**config.mk**
```make
export PLATFORM = sky130hd
export DESIGN_NAME = spi_txn_arbiter
export DESIGN_NICKNAME = d
export VERILOG_FILES = /design/src/rtl/spi_txn_arbiter.sv
export SDC_FILE = /design/constraint.sdc
export NUM_CORES = 1
export LEC_CHECK = 0
export CAP_MARGIN = 20
export CORE_AREA = 2 2 82 84
export DETAILED_ROUTE_END_ITERATION = 16
export DIE_AREA = 0 0 84 86
export HOLD_SLACK_MARGIN = 0.03
export PLACE_DENSITY = 0.6
export SLEW_MARGIN = 15
export SYNTH_ARGS = -nofsm -noshare
export SYNTH_HDL_FRONTEND = slang
export SYNTH_SLANG_ARGS = --single-unit
```
**constraint.sdc**
```tcl
create_clock -name clk -period 12.1 [get_ports clk]
set_input_delay 3.63 -clock clk [delete_from_list [all_inputs] [get_ports clk]]
set_output_delay 3.63 -clock clk [all_outputs]
set_load 0.03 [all_outputs]
```
**src/rtl/spi_txn_arbiter.sv**
```systemverilog
// ============================================================================
// Module      : spi_txn_arbiter
// Description : Round-robin arbiter and transaction sequencer sharing a single
//               SPI master among NUM_REQ requesters, with a WAIT watchdog.
// Revision    : 1.0 - initial release
// ============================================================================
`default_nettype none

module spi_txn_arbiter #(
    parameter int NUM_REQ    = 4,
    parameter int DATA_WIDTH = 8,
    parameter int TIMEOUT    = 1023
) (
    input  logic                          clk,
    input  logic                          rst,
    input  logic [NUM_REQ-1:0]            req,
    input  logic [NUM_REQ*DATA_WIDTH-1:0] req_data,
    output logic [NUM_REQ-1:0]            gnt,
    output logic [NUM_REQ-1:0]            rsp_valid,
    output logic [DATA_WIDTH-1:0]         rsp_data,
    output logic                          rsp_err,
    output logic                          busy,
    output logic                          start_m,
    output logic [DATA_WIDTH-1:0]         data_m_in,
    input  logic                          finish_m,
    input  logic [DATA_WIDTH-1:0]         data_m_out
);

    localparam int IDX_W = (NUM_REQ > 1) ? $clog2(NUM_REQ) : 1;
    localparam int WD_W  = (TIMEOUT > 0) ? $clog2(TIMEOUT + 1) : 1;

    localparam logic [WD_W-1:0]  c_WD_LAST  = (TIMEOUT > 0) ? WD_W'(TIMEOUT - 1) : '0;
    localparam logic [IDX_W-1:0] c_IDX_LAST = IDX_W'(NUM_REQ - 1);
    localparam logic [IDX_W:0]   c_NUM_REQ  = (IDX_W + 1)'(NUM_REQ);

    localparam logic [1:0] c_IDLE   = 2'd0;
    localparam logic [1:0] c_LAUNCH = 2'd1;
    localparam logic [1:0] c_WAIT   = 2'd2;
    localparam logic [1:0] c_DONE   = 2'd3;

    logic [1:0]            r_state;
    logic [1:0]            w_next;
    logic [IDX_W-1:0]      r_ptr;
    logic [IDX_W-1:0]      r_idx;
    logic [NUM_REQ-1:0]    r_gnt;
    logic [WD_W-1:0]       r_wd;
    logic                  r_err;
    logic [DATA_WIDTH-1:0] r_rsp_data;

    logic                  w_timeout;
    logic                  w_win_found;
    logic [IDX_W-1:0]      w_win_idx;
    logic [DATA_WIDTH-1:0] w_win_data;
    logic [IDX_W:0]        w_dist;
    logic [IDX_W:0]        w_best_dist;

    // Winner = requester with the smallest circular distance upward from ptr.
    always_comb begin
        w_win_found = 1'b0;
        w_win_idx   = '0;
        w_dist      = '0;
        w_best_dist = '1;
        for (int i = 0; i < NUM_REQ; i++) begin
            if (IDX_W'(i) >= r_ptr) begin
                w_dist = {1'b0, IDX_W'(i) - r_ptr};
            end else begin
                w_dist = {1'b0, IDX_W'(i)} + c_NUM_REQ - {1'b0, r_ptr};
            end
            if (req[i] && (w_dist < w_best_dist)) begin
                w_best_dist = w_dist;
                w_win_idx   = IDX_W'(i);
                w_win_found = 1'b1;
            end
        end
    end

    always_comb begin
        w_win_data = '0;
        for (int i = 0; i < NUM_REQ; i++) begin
            if (w_win_idx == IDX_W'(i)) begin
                w_win_data = req_data[i*DATA_WIDTH +: DATA_WIDTH];
            end
        end
    end

    assign w_timeout = (TIMEOUT != 0) && (r_wd == c_WD_LAST);

    always_ff @(posedge clk) begin
        if (rst) begin
            r_state <= c_IDLE;
        end else begin
            r_state <= w_next;
        end
    end

    always_comb begin
        w_next = r_state;
        case (r_state)
            c_IDLE:   if (w_win_found) w_next = c_LAUNCH;
            c_LAUNCH: w_next = c_WAIT;
            c_WAIT:   if (finish_m || w_timeout) w_next = c_DONE;
            c_DONE:   w_next = c_IDLE;
            default:  w_next = c_IDLE;
        endcase
    end

    always_comb begin
        start_m   = (r_state == c_LAUNCH);
        busy      = (r_state != c_IDLE);
        rsp_valid = (r_state == c_DONE) ? r_gnt : '0;
        rsp_err   = (r_state == c_DONE) && r_err;
        gnt       = r_gnt;
        rsp_data  = r_rsp_data;
    end

    // Transaction datapath: captured grant/word, watchdog, response, RR pointer.
    always_ff @(posedge clk) begin
        if (rst) begin
            r_ptr      <= '0;
            r_idx      <= '0;
            r_gnt      <= '0;
            r_wd       <= '0;
            r_err      <= 1'b0;
            r_rsp_data <= '0;
            data_m_in  <= '0;
        end else begin
            case (r_state)
                c_IDLE: begin
                    if (w_win_found) begin
                        r_gnt     <= NUM_REQ'(1) << w_win_idx;
                        r_idx     <= w_win_idx;
                        data_m_in <= w_win_data;
                    end
                end
                c_LAUNCH: begin
                    r_wd <= '0;
                end
                c_WAIT: begin
                    if (finish_m) begin
                        r_rsp_data <= data_m_out;
                        r_err      <= 1'b0;
                    end else if (w_timeout) begin
                        r_rsp_data <= '0;
                        r_err      <= 1'b1;
                    end else if (r_wd != '1) begin
                        r_wd <= r_wd + WD_W'(1);
                    end
                end
                c_DONE: begin
                    r_gnt <= '0;
                    r_err <= 1'b0;
                    r_ptr <= (r_idx == c_IDX_LAST) ? '0 : r_idx + IDX_W'(1);
                end
                default: ;
            endcase
        end
    end

endmodule

`default_nettype wire

```
# Word-level counts from Yosys, hierarchy flattened
# Index checks and enable logic that the tools add are counted.
# word_totals
regBits	37
input_bits	47
word_cells	95
# op_classes
order_cmp	8
addsub	10
n_mux	34
shift	1
n_eq_ne	15
reduce_logical	19
# op_table
operator	n
2-to-1 mux 8 bit	6
2-to-1 mux 10 bit	3
2-to-1 mux 3 bit	7
case mux 10 bit (2 select lines)	1
subtractor 3 x 2 -> 3 bit, first input constant	4
adder 10 x 1 -> 10 bit, second input constant	1
== test 10 bit, second input constant	1
== test 2 bit, second input constant	5
2-to-1 mux 2 bit	5
!= test 10 bit, second input constant	1
!= test 2 bit, second input constant	5
AND reduction 2 bit	5
nonzero test 2 bit	5
less-than comparator 3 bit	3
2-to-1 mux 4 bit	2
case mux 2 bit (4 select lines)	1
case mux 4 bit (2 select lines)	1
2-to-1 mux 1 bit	7
logical AND 1 bit	5
== test 2 x 1 -> 1 bit, second input constant	2
>= comparator 1 x 2 -> 1 bit, first input constant	2
>= comparator 2 bit, first input constant	2
logical NOT 2 bit	2
AND reduction 4 bit	1
8 further kinds	10

# Logic depth before layout (Yosys ltp)
# Gate-level depths: netlist (run 1).
# logic_depth
word_depth	19
depth_mapped	20
ltp_nobuf	18

# Least setup slack after synthesis (run 1)
# OpenSTA, ideal clock, no wires.
# synth_path
kind	input port to flip-flop
from	input req[0]
to	register r_gnt[2], in the netlist gnt[2]
setup_ps	71
slack_ps	5004
stages	18
arrival_time_ps	7025
n_path_buf	1
path_cell_list	ha_1 > nand2_1 > o221ai_1 > buf_4 > nand3_1 > o21ai_0 > ha_1 > o211ai_2 > o211a_1 > nor2_1 > a21oi_1 > ha_1 > nor2_1 > a21oi_1 > a31oi_1 > a311o_1 > or4_1 > a21oi_1
# synth_between
elab_chain_len	14
word_cells_on_any_way	22
classes_between	3 x order compare; 1 x eq/ne; 1 x shift; 12 x mux; 5 x reduce/logical
# synth_rtl
item	line_no	text
start, declared	16	input logic [NUM_REQ-1:0] req,
logical AND 1 bit (*)	69	if (req[i] && (w_dist < w_best_dist)) begin
2-to-1 mux 3 bit	69	
less-than comparator 3 bit	69	
logical AND 1 bit	69	
2-to-1 mux 3 bit	69	
less-than comparator 3 bit	69	
logical AND 1 bit	69	
2-to-1 mux 3 bit	69	
less-than comparator 3 bit	69	
logical AND 1 bit	69	
2-to-1 mux 2 bit	69	
left shift 1 x 2 -> 4 bit	130	r_gnt <= NUM_REQ'(1) << w_win_idx;
2-to-1 mux 4 bit	129	if (w_win_found) begin
case mux 4 bit (2 select lines)	127	case (r_state)
end signal, assigned	130	
end, declared	45	logic [NUM_REQ-1:0] r_gnt;
# Mark *: on every way between the ends. The rest lies on a longest branch, timed or not. The select of a mux whose other input is x is not followed.
# A chain may end at the register's enable or synchronous reset.

# Worst setup path after layout (run 1)
# Ends and elaborated chain as after synthesis.

==> results of run 1 <==
-- cells in the final DEF, fill, tap and decap left out, drive strengths merged, types with 4 or more instances in the layout --
| cell type | n |
|---|---|
| a211oi | 6 |
| clkdlybuf4s50 | 73 |
| ha | 14 |
| xor2 | 5 |
| o21ai | 6 |
| o211ai | 5 |
| dfxtp | 37 |
| nand3 | 7 |
| and2 | 8 |
| mux2i | 11 |
| nor2b | 5 |
| nand4 | 4 |
| a22oi | 9 |
| nand2b | 5 |
| nand2 | 14 |
| a211o | 5 |
| inv | 8 |
| clkbuf | 5 |
| nor2 | 47 |
| a21oi | 21 |
-- metrics by stage --
| step | utilization (%) | area (um^2) | worst slack (ns) | instances |
|---|---|---|---|---|
| finish | 49.1 | 3080 | 4.41 | 410 |
| global route | 49.1 | 3080 | 4.00 | 410 |
| CTS | 49.0 | 3080 | 4.42 | 409 |
| detailed placement | 46.9 | 2940 | 4.15 | 401 |
| global placement | 46.9 | 2940 | 4.25 | 401 |
| floorplan | - | 2150 | 5.00 | 260 |
-- final timing paths --
| kind | from | endpoint | depth (start not counted) |
|---|---|---|---|
| min | r_err | r_err | 2 |
| max | req[0] | gnt[2] | 18 |
| max reg2reg | r_ptr[1] | gnt[2] | 18 |
| min reg2reg | r_err | r_err | 2 |
-- cell type report --
class	count	area, um^2
fill	628	3190
clock inverter	3	65.1
clock buffer	5	68.8
inverter	8	30.0
tap	77	96.3
sequential	37	741
timing repair buffer	76	753
multi-input combinational	204	1330
-- sequential cells by signal, summed over array words and instances (netlist names) --
| register | flops |
|---|---|
| r_state | 2 |
| r_ptr | 2 |
| r_wd | 10 |
| gnt | 4 |
| r_idx | 2 |
| data_m_in | 8 |
| rsp_data | 8 |
| r_err | 1 |
-- power by group --
group | total (W) | leakage [nW] | internal, W | switching [W]
combinational | 0.000264 | 0.843 | 0.000111 | 0.000153
clock | 0.000127 | 0.0681 | 0.0000819 | 0.0000449
sequential | 0.000165 | 0.302 | 0.000146 | 0.0000186
total | 0.000555 | 1.21 | 0.000339 | 0.000216
-- cell families (layout without fill, tap and decap cells) --
kind of cell | after synthesis | after routing | synth area share [%]
other | 1 | 1 | 0.175
AND/OR/NAND/NOR | 101 | 101 | 22.9
flip-flops | 37 | 37 | 34.5
adder cells (fa/ha/maj) | 14 | 14 | 8.16
multiplexers | 11 | 11 | 5.13
buffers and inverters | 19 | 92 | 3.56
AO/OA/AOI/OAI | 70 | 70 | 22.7
XOR/XNOR | 7 | 7 | 2.86
-- per-layer routing --
metal,global-route usage (%),vias to the layer above
li1,-,1077
met2,26.6,51
met5,0,-
met3,3.56,5
met4,3.81,0
met1,19.4,961
-- worst register-to-register path: stages (launching register included) --
cell and delay, ns:
dfxtp_1 0.47, inv_1 0.11, ha_1 0.35, a21boi_0 0.19, o221ai_1 0.20, nand3_1 0.14, o21ai_0 0.12, ha_1 0.33
o211ai_2 0.11, o211a_1 0.32, nor2_1 0.11, a21oi_1 0.05, ha_1 0.27, nor2_1 0.05, a21oi_1 0.20, a31oi_1 0.15
a311o_1 0.57, or4_1 0.48, a21oi_1 0.14
==> metrics.csv, run 1 <==
metric;value;unit
post-synthesis cell area;2150;um^2
worst hold slack;0.476;ns
Setup Crit Path Kind;in2reg;
Routed WL per cell;13.6;um
syn_area_per_cell;8.25;um^2
Total GRT Usage;15.4;%
Die Ht;86;um
register area share after synthesis;34.5;%
Final Skew;0.00469;ns
antenna violations before repair;0;
worst-path fanout max;16;
Post-synth top cells;nor2_1 (47), dfxtp_1 (37), a21oi_1 (21), ha_1 (14), nand2_1 (14);
Worst Path Arrival;7.91;ns
syn nets;321;
reg-to-reg slack, setup;7.70;ns
post-CTS setup buffers;0;
# DRC;0;
DR pass1 iterations;4;
Net count, final;393;
Vias;2094;
largest area contributor in the netlist;dfxtp_1;
Final setup viols;0;
Crit. End Element;flop;
most common cell in the netlist;nor2_1;
Post-synth EDFFs;0;
Top Layer Used;met4;
final WL;5.57;mm
CTS resizes;0;
Top delay family on crit path;compound AO/OA/AOI/OAI gates;
worst path bufs/invs;1;
max incr delay on CP;0.57;ns
M1 wire length;2.58;mm
Tcrit/Tclk final;63.6;%
critical path cell sequence;clkdlybuf4s50_1 > ha_1 > nand2_1 > o221ai_1 > nand3_1 > o21ai_0 > ha_1 > o211ai_2 > o211a_1 > nor2_1 > a21oi_1 > ha_1 > nor2_1 > a21oi_1 > a31oi_1 > a311o_1 > or4_1 > a21oi_1;
leakage;1.21;nW
routed wl met3;262;um
num rows;29;
RSZ-0062 raised after global routing;no;
Clk Latency, worst-skew pair;0.29;ns
Fmax;0.130;GHz
core area;6280;um^2
Max transition margin;47.0;%
crit path launch type;input port;
CTS Root Cell;clkbuf_8;
global-route wire length before repair;9.14;mm
Hold Fails Final Rpt;0;
I/O pins;74;
number of clock sinks;37;
DP HPWL;4.11;mm
Starting Density;34.2;%
top cell type's share of synthesized area;34.5;%
antenna-violating nets left;0;
overall power;0.000555;W
top cells by area, synth;dfxtp_1 (35%), nor2_1 (8.2%), ha_1 (8.2%);
YS warnings;0;
Hold-fix buffers, CTS;0;
Vias/cell;5.11;
async set or reset register ratio after synthesis;0;%
Seq cells post-synth;37;
CTS tree;yes;
status;finished, final reports clean;
n_diodes;0;
Remaining Overflow, GRT;0;
Pwr per Cell Area;180;nW/um^2
maximum vdd ir drop;0.0770;mV
largest net degree at the start of global routing;31;
Worst-path clk slew;0.08;ns
ys flop type;dfxtp_1;
P&R area growth vs syn;43.7;%
Initial DRC Count;86;
share of layout cells above drive strength 1;5.11;%
maximum root-to-sink buffer count;2;
Crit-path slowest cell;a311o_1;
synth unique cells;46;
vias in the first global route;1933;
total CTS buffers;5;
setup TNS;0;ns
Final Max Slew Viols;0;
H-Tree Depth;2;
PortBufs;73;
worst slew pin tran;0.785;ns
number of max-cap violations;0;
post-route minimum period;7.69;ns
met2 wire length;2.67;mm
GPL Wtd Cong;0.872;
Mapped Cells;260;
die area;7220;um^2
Worst Path Required;12.32;ns
die width;84;um
Hold WC Path Type;reg2reg;
Note: power is estimated with default switching activity, not from simulation.
==> run 2: changes to the inputs <==
- PLACE_DENSITY: 0.6 -> 0.62
- clock period: 12.1 -> 6.75 ns (I/O delays scaled with it)
==> metrics.csv, run 2 (synthesis results as in run 1) <==
metric;value;unit;change
status;finished, final reports clean;;
antenna violations before repair;0;;unchanged
GPL Wtd Cong;0.903;;+3.6%
reg2reg start;r_ptr[1];;
maximum vdd ir drop;0.143;mV;+86%
CTS tree;yes;;
Final setup viols;0;;unchanged
PortBufs;73;;unchanged
Clk Latency, worst-skew pair;0.28;ns;about the same
Die Ht;86;um;unchanged
post-CTS setup buffers;0;;unchanged
worst slew pin tran;0.703;ns;-0.0811 ns
max FFs per register;10;;unchanged
DP HPWL;4.27;mm;+4.1%
Max transition margin;52.5;%;+5.5 points
Vias/cell;5.18;;+1.4%
n_diodes;0;;unchanged
CP Launch Point;req[0];;
Starting Density;34.2;%;unchanged
leakage;1.21;nW;unchanged
final WL;5.67;mm;+1.9%
Critical Path End;data_m_in[7];;
post-route minimum period;6.08;ns;
Total GRT Usage;15.7;%;+0.34 points
core area;6280;um^2;unchanged
most frequent cells in the layout;clkdlybuf4s50_1 (73), nor2_1 (47), dfxtp_1 (37), a21oi_1 (21);;
Hold WC Path Type;reg2reg;;
crit path launch type;input port;;
Fmax;0.164;GHz;
share of layout cells above drive strength 1;5.37;%;+0.27 points
total CTS buffers;5;;unchanged
num rows;29;;unchanged
Final Skew;0.00674;ns;+0.00205 ns
vias in the first global route;2033;;+5.2%
register area;741;um^2;unchanged
footprint of the multi-input gates;1330;um^2;unchanged
P&R area growth vs syn;43.6;%;about the same
Initial DRC Count;113;;+31%
Remaining Overflow, GRT;0;;unchanged
Reg-to-Reg End;data_m_in[7];;
Worst Path Required;6.95;ns;-5.37 ns
overall power;0.000972;W;+75%
Hold-fix buffers, CTS;0;;unchanged
Crit. End Element;flop;;
final setup margin;0.668;ns;-3.74 ns
H-Tree Depth;2;;unchanged
Worst Path Arrival;6.29;ns;-1.62 ns
Net count, final;395;;+0.51%
I/O pins;74;;unchanged
largest net degree at the start of global routing;31;;unchanged
R2R cell count;19;;+1
DR pass1 iterations;4;;unchanged
Vias;2133;;+1.9%
FILL cells;643;;+2.4%
most common cell after layout, fill and taps aside;clkdlybuf4s50_1;;
Final Max Slew Viols;0;;unchanged
# DRC;0;;unchanged
RSZ-0062 raised after global routing;no;;
global-route wire length before repair;9.37;mm;+2.5%
CTS Root Cell;clkbuf_8;;
pre-CTS setup slack;0.406;ns;-3.74 ns
Routed WL per cell;13.8;um;+1.4%
worst-path fanout max;9;;-7
Setup Crit Path Kind;in2reg;;
setup TNS;0;ns;unchanged
die width;84;um;unchanged
CTS resizes;0;;unchanged
Pwr per Cell Area;315;nW/um^2;+75%
number of max-cap violations;0;;unchanged
Biggest register;r_wd;;
die area;7220;um^2;unchanged
antenna-violating nets left;0;;unchanged
maximum root-to-sink buffer count;2;;unchanged
Hold Fails Final Rpt;0;;unchanged
reg-to-reg slack, setup;2.31;ns;-5.39 ns
Worst-path clk slew;0.08;ns;about the same
Tcrit/Tclk final;90.1;%;
number of clock sinks;37;;unchanged
run 2: cell types whose count changed in the layout (fill, tap and decap cells not counted), sizes merged:
cell and change:
buf +2, bufinv -1, clkbuf +2, clkinv -1
run 2: routing by layer:
| metal | track usage (%) | vias up | part of all wire, % |
|---|---|---|---|
| met4 | 3.37 | 0 | 0.39 |
| met2 | 27.2 | 52 | 49 |
| met1 | 20.0 | 996 | 46 |
| met3 | 3.66 | 4 | 4.9 |
| met5 | 0 | - | 0 |
| li1 | - | 1081 | - |
run 2: power breakdown:
| group | switching (W) | internal (W) |
|---|---|---|
| combinational | 0.000275 | 0.000203 |
| clock | 0.0000780 | 0.000121 |
| sequential | 0.0000333 | 0.000262 |
run 2: worst min-delay path by stage:
| stage | startpoint | endpoint | slack, ns | depth (start not counted) |
|---|---|---|---|---|
| 5_1_grt | gnt[0] | gnt[0] | 0.51 | 1 |
| 3_5_place_dp | gnt[0] | gnt[0] | 0.48 | 1 |
| 4_1_cts | gnt[0] | gnt[0] | 0.49 | 1 |
| 6_report | gnt[0] | gnt[0] | 0.48 | 1 |
| 2_1_floorplan | r_err | r_err | 0.44 | 2 |
| 3_3_place_gp | r_err | r_err | 0.47 | 2 |
run 2: final cells by class:
| type | count | share of cell area (%) |
|---|---|---|
| Inverter | 8 | 0.975 |
| Clock buffer | 7 | 2.80 |
| Sequential cell | 37 | 24.0 |
| Clock inverter | 1 | 0.975 |
| Timing Repair Buffer | 78 | 24.9 |
| Multi-Input combinational cell | 204 | 43.1 |
| Tap cell | 77 | 3.13 |
run 2: worst max-delay path: stages:
cell,delay [ns]
clkdlybuf4s50_1,0.54
ha_1,0.42
nand2_1,0.09
o221ai_1,0.21
nand3_1,0.13
o21ai_0,0.12
ha_1,0.34
o211ai_2,0.12
o211a_1,0.31
nor2_1,0.12
a21oi_1,0.05
ha_1,0.20
nor2b_1,0.23
nand4_1,0.18
a31oi_1,0.27
a311o_1,0.38
buf_4,0.23
a21oi_1,0.07
a211oi_1,0.24
run 2: stage by stage:
step                      utilization [%]  instance area (um^2)  hold WS (ns)  std cells
after floorplan                         -                  2150         0.445        260
after global placement               47.2                  2960         0.474        404
after detailed placement             47.2                  2960         0.480        404
after CTS                            49.1                  3080         0.491        412
after global routing                 49.1                  3080         0.508        412
final                                49.1                  3080         0.483        412
==> run 3: changes to the inputs <==
- CORE_AREA: 2 2 82 84 -> 2 2 77 79
- DIE_AREA: 0 0 84 86 -> 0 0 79 81
- PLACE_DENSITY: 0.62 -> 0.7
- TNS_END_PERCENT: not set -> 5
==> metrics.csv, run 3 (synthesis results as in run 1) <==
metric;value;unit;change
Crit. End Element;flop;;
Hold-fix buffers, CTS;0;;unchanged
Clk Latency, worst-skew pair;0.29;ns;about the same
footprint of the multi-input gates;1330;um^2;unchanged
antenna violations before repair;0;;unchanged
post-CTS setup buffers;0;;unchanged
placed cells;402;;-0.50%
largest net degree at the start of global routing;31;;unchanged
Pwr per Cell Area;309;nW/um^2;-2.1%
post-route minimum period;5.99;ns;-0.0919 ns
Tcrit/Tclk final;88.7;%;-1.4 points
CTS Root Cell;clkbuf_8;;
Critical Path End;data_m_in[1];;
crit path launch type;input port;;
I/O pins;74;;unchanged
Fmax;0.167;GHz;+1.5%
# DRC;0;;unchanged
Vias;2147;;+0.66%
DP Area;2960;um^2;about the same
Worst Path Required;6.95;ns;about the same
Worst-path clk slew;0.07;ns;about the same
reg-to-reg slack, setup;2.44;ns;+0.13 ns
max FFs per register;10;;unchanged
R2R cell count;18;;-1
most frequent cells in the layout;clkdlybuf4s50_1 (73), nor2_1 (47), dfxtp_1 (37), a21oi_1 (21);;
die width;79;um;-6.0%
leakage;1.21;nW;-0.35%
CTS resizes;0;;unchanged
Initial DRC Count;98;;-13%
Biggest register;r_wd;;
n_diodes;0;;unchanged
setup TNS;0;ns;unchanged
RSZ-0062 raised after global routing;no;;
maximum vdd ir drop;0.187;mV;+30%
maximum root-to-sink buffer count;2;;unchanged
Final Max Slew Viols;0;;unchanged
num rows;28;;-3.4%
global-route wire length before repair;9.09;mm;-2.9%
worst-path fanout max;9;;unchanged
FILL cells;562;;-13%
P&R area growth vs syn;42.7;%;
final WL;5.71;mm;+0.72%
share of layout cells above drive strength 1;5.67;%;+0.30 points
DP HPWL;4.20;mm;-1.7%
number of max-cap violations;0;;unchanged
Max transition margin;53.7;%;+1.2 points
Post-Layout Inst Area;3060;um^2;-0.57%
Reg-to-Reg End;data_m_in[1];;
Vias/cell;5.24;;+1.1%
Setup Crit Path Kind;in2reg;;
worst slew pin tran;0.686;ns;-0.0174 ns
CTS tree;yes;;
Final setup viols;0;;unchanged
Remaining Overflow, GRT;0;;unchanged
vias in the first global route;1982;;-2.5%
Die Ht;81;um;-5.8%
worst hold slack;0.478;ns;-0.00487 ns
Total GRT Usage;17.9;%;+2.2 points
most common cell after layout, fill and taps aside;clkdlybuf4s50_1;;
Final Instance Count excl. Fillers;410;;-0.49%
status;finished, final reports clean;;
Routed WL per cell;13.9;um;+1.2%
GPL Wtd Cong;0.880;;-2.5%
DR pass1 iterations;4;;unchanged
CP Launch Point;req[0];;
antenna-violating nets left;0;;unchanged
Hold WC Path Type;reg2reg;;
PortBufs;73;;unchanged
die area;6400;um^2;-11%
Net count, final;395;;unchanged
register area;741;um^2;unchanged
core area;5680;um^2;-9.6%
Final Skew;0.00424;ns;-0.00250 ns
total CTS buffers;5;;unchanged
H-Tree Depth;2;;unchanged
number of clock sinks;37;;unchanged
Hold Fails Final Rpt;0;;unchanged
Starting Density;37.8;%;+3.6 points
Worst Path Arrival;6.19;ns;-0.10 ns
reg2reg start;r_ptr[1];;
[run 3: cell types whose count changed in the layout (fill, tap and decap cells not counted)]
cell       change
bufinv_16      -1
clkbuf_1       -1
clkbuf_8       +1
clkinv_2       +1
[run 3: metal layers]
metal,part of all wire [%],wire (um),global-route usage (%)
met5,0,0,0
met4,1.6,91,6.03
met3,4.8,274,3.89
met2,49,2780,31.3
met1,45,2570,21.9
[run 3: cell type report]
class                   instances  share of cell area [%]
flip-flops and latches         37                    24.2
clock inverters                 1                   0.163
repair buffers                 78                    25.1
clock buffers                   7                    3.15
well taps                      75                    3.06
multi-input cells             204                    43.4
inverters                       8                   0.980
[run 3: how the worst min path moves through the flow]
stage / endpoint / from / cells after the start
floorplan: r_err / r_err / 2
global placement: r_err / r_err / 2
detailed placement: r_err / r_err / 2
CTS: r_err / r_err / 2
global route: gnt[1] / gnt[1] / 1
finish: r_err / r_err / 2
[run 3: worst max-delay path, cell delays in order]
cell,delay [ns]
clkdlybuf4s50_1,0.55
ha_1,0.42
nand2_1,0.10
o221ai_1,0.16
nand3_1,0.11
o21ai_0,0.12
ha_1,0.33
o211ai_2,0.11
o211a_1,0.31
a21oi_1,0.21
ha_1,0.20
nor2b_1,0.08
a21oi_1,0.24
a31oi_1,0.16
a311o_1,0.46
buf_4,0.21
a211o_1,0.22
a211oi_1,0.20
[run 3: through the flow]
step,util [%],setup slack (ns),total power [W]
3_5_place_dp,52.2,0.467,0.000780
6_report,54.0,0.760,0.000946
4_1_cts,54.0,0.781,0.000955
5_1_grt,54.0,0.349,0.00102
3_3_place_gp,52.2,0.618,0.000772
2_1_floorplan,-,1.26,0.000611
[run 3: report_power, final]
group	internal (W)	total (W)	switching (W)
combinational	0.000203	0.000478	0.000274
clock	0.0000923	0.000172	0.0000796
sequential	0.000262	0.000297	0.0000347
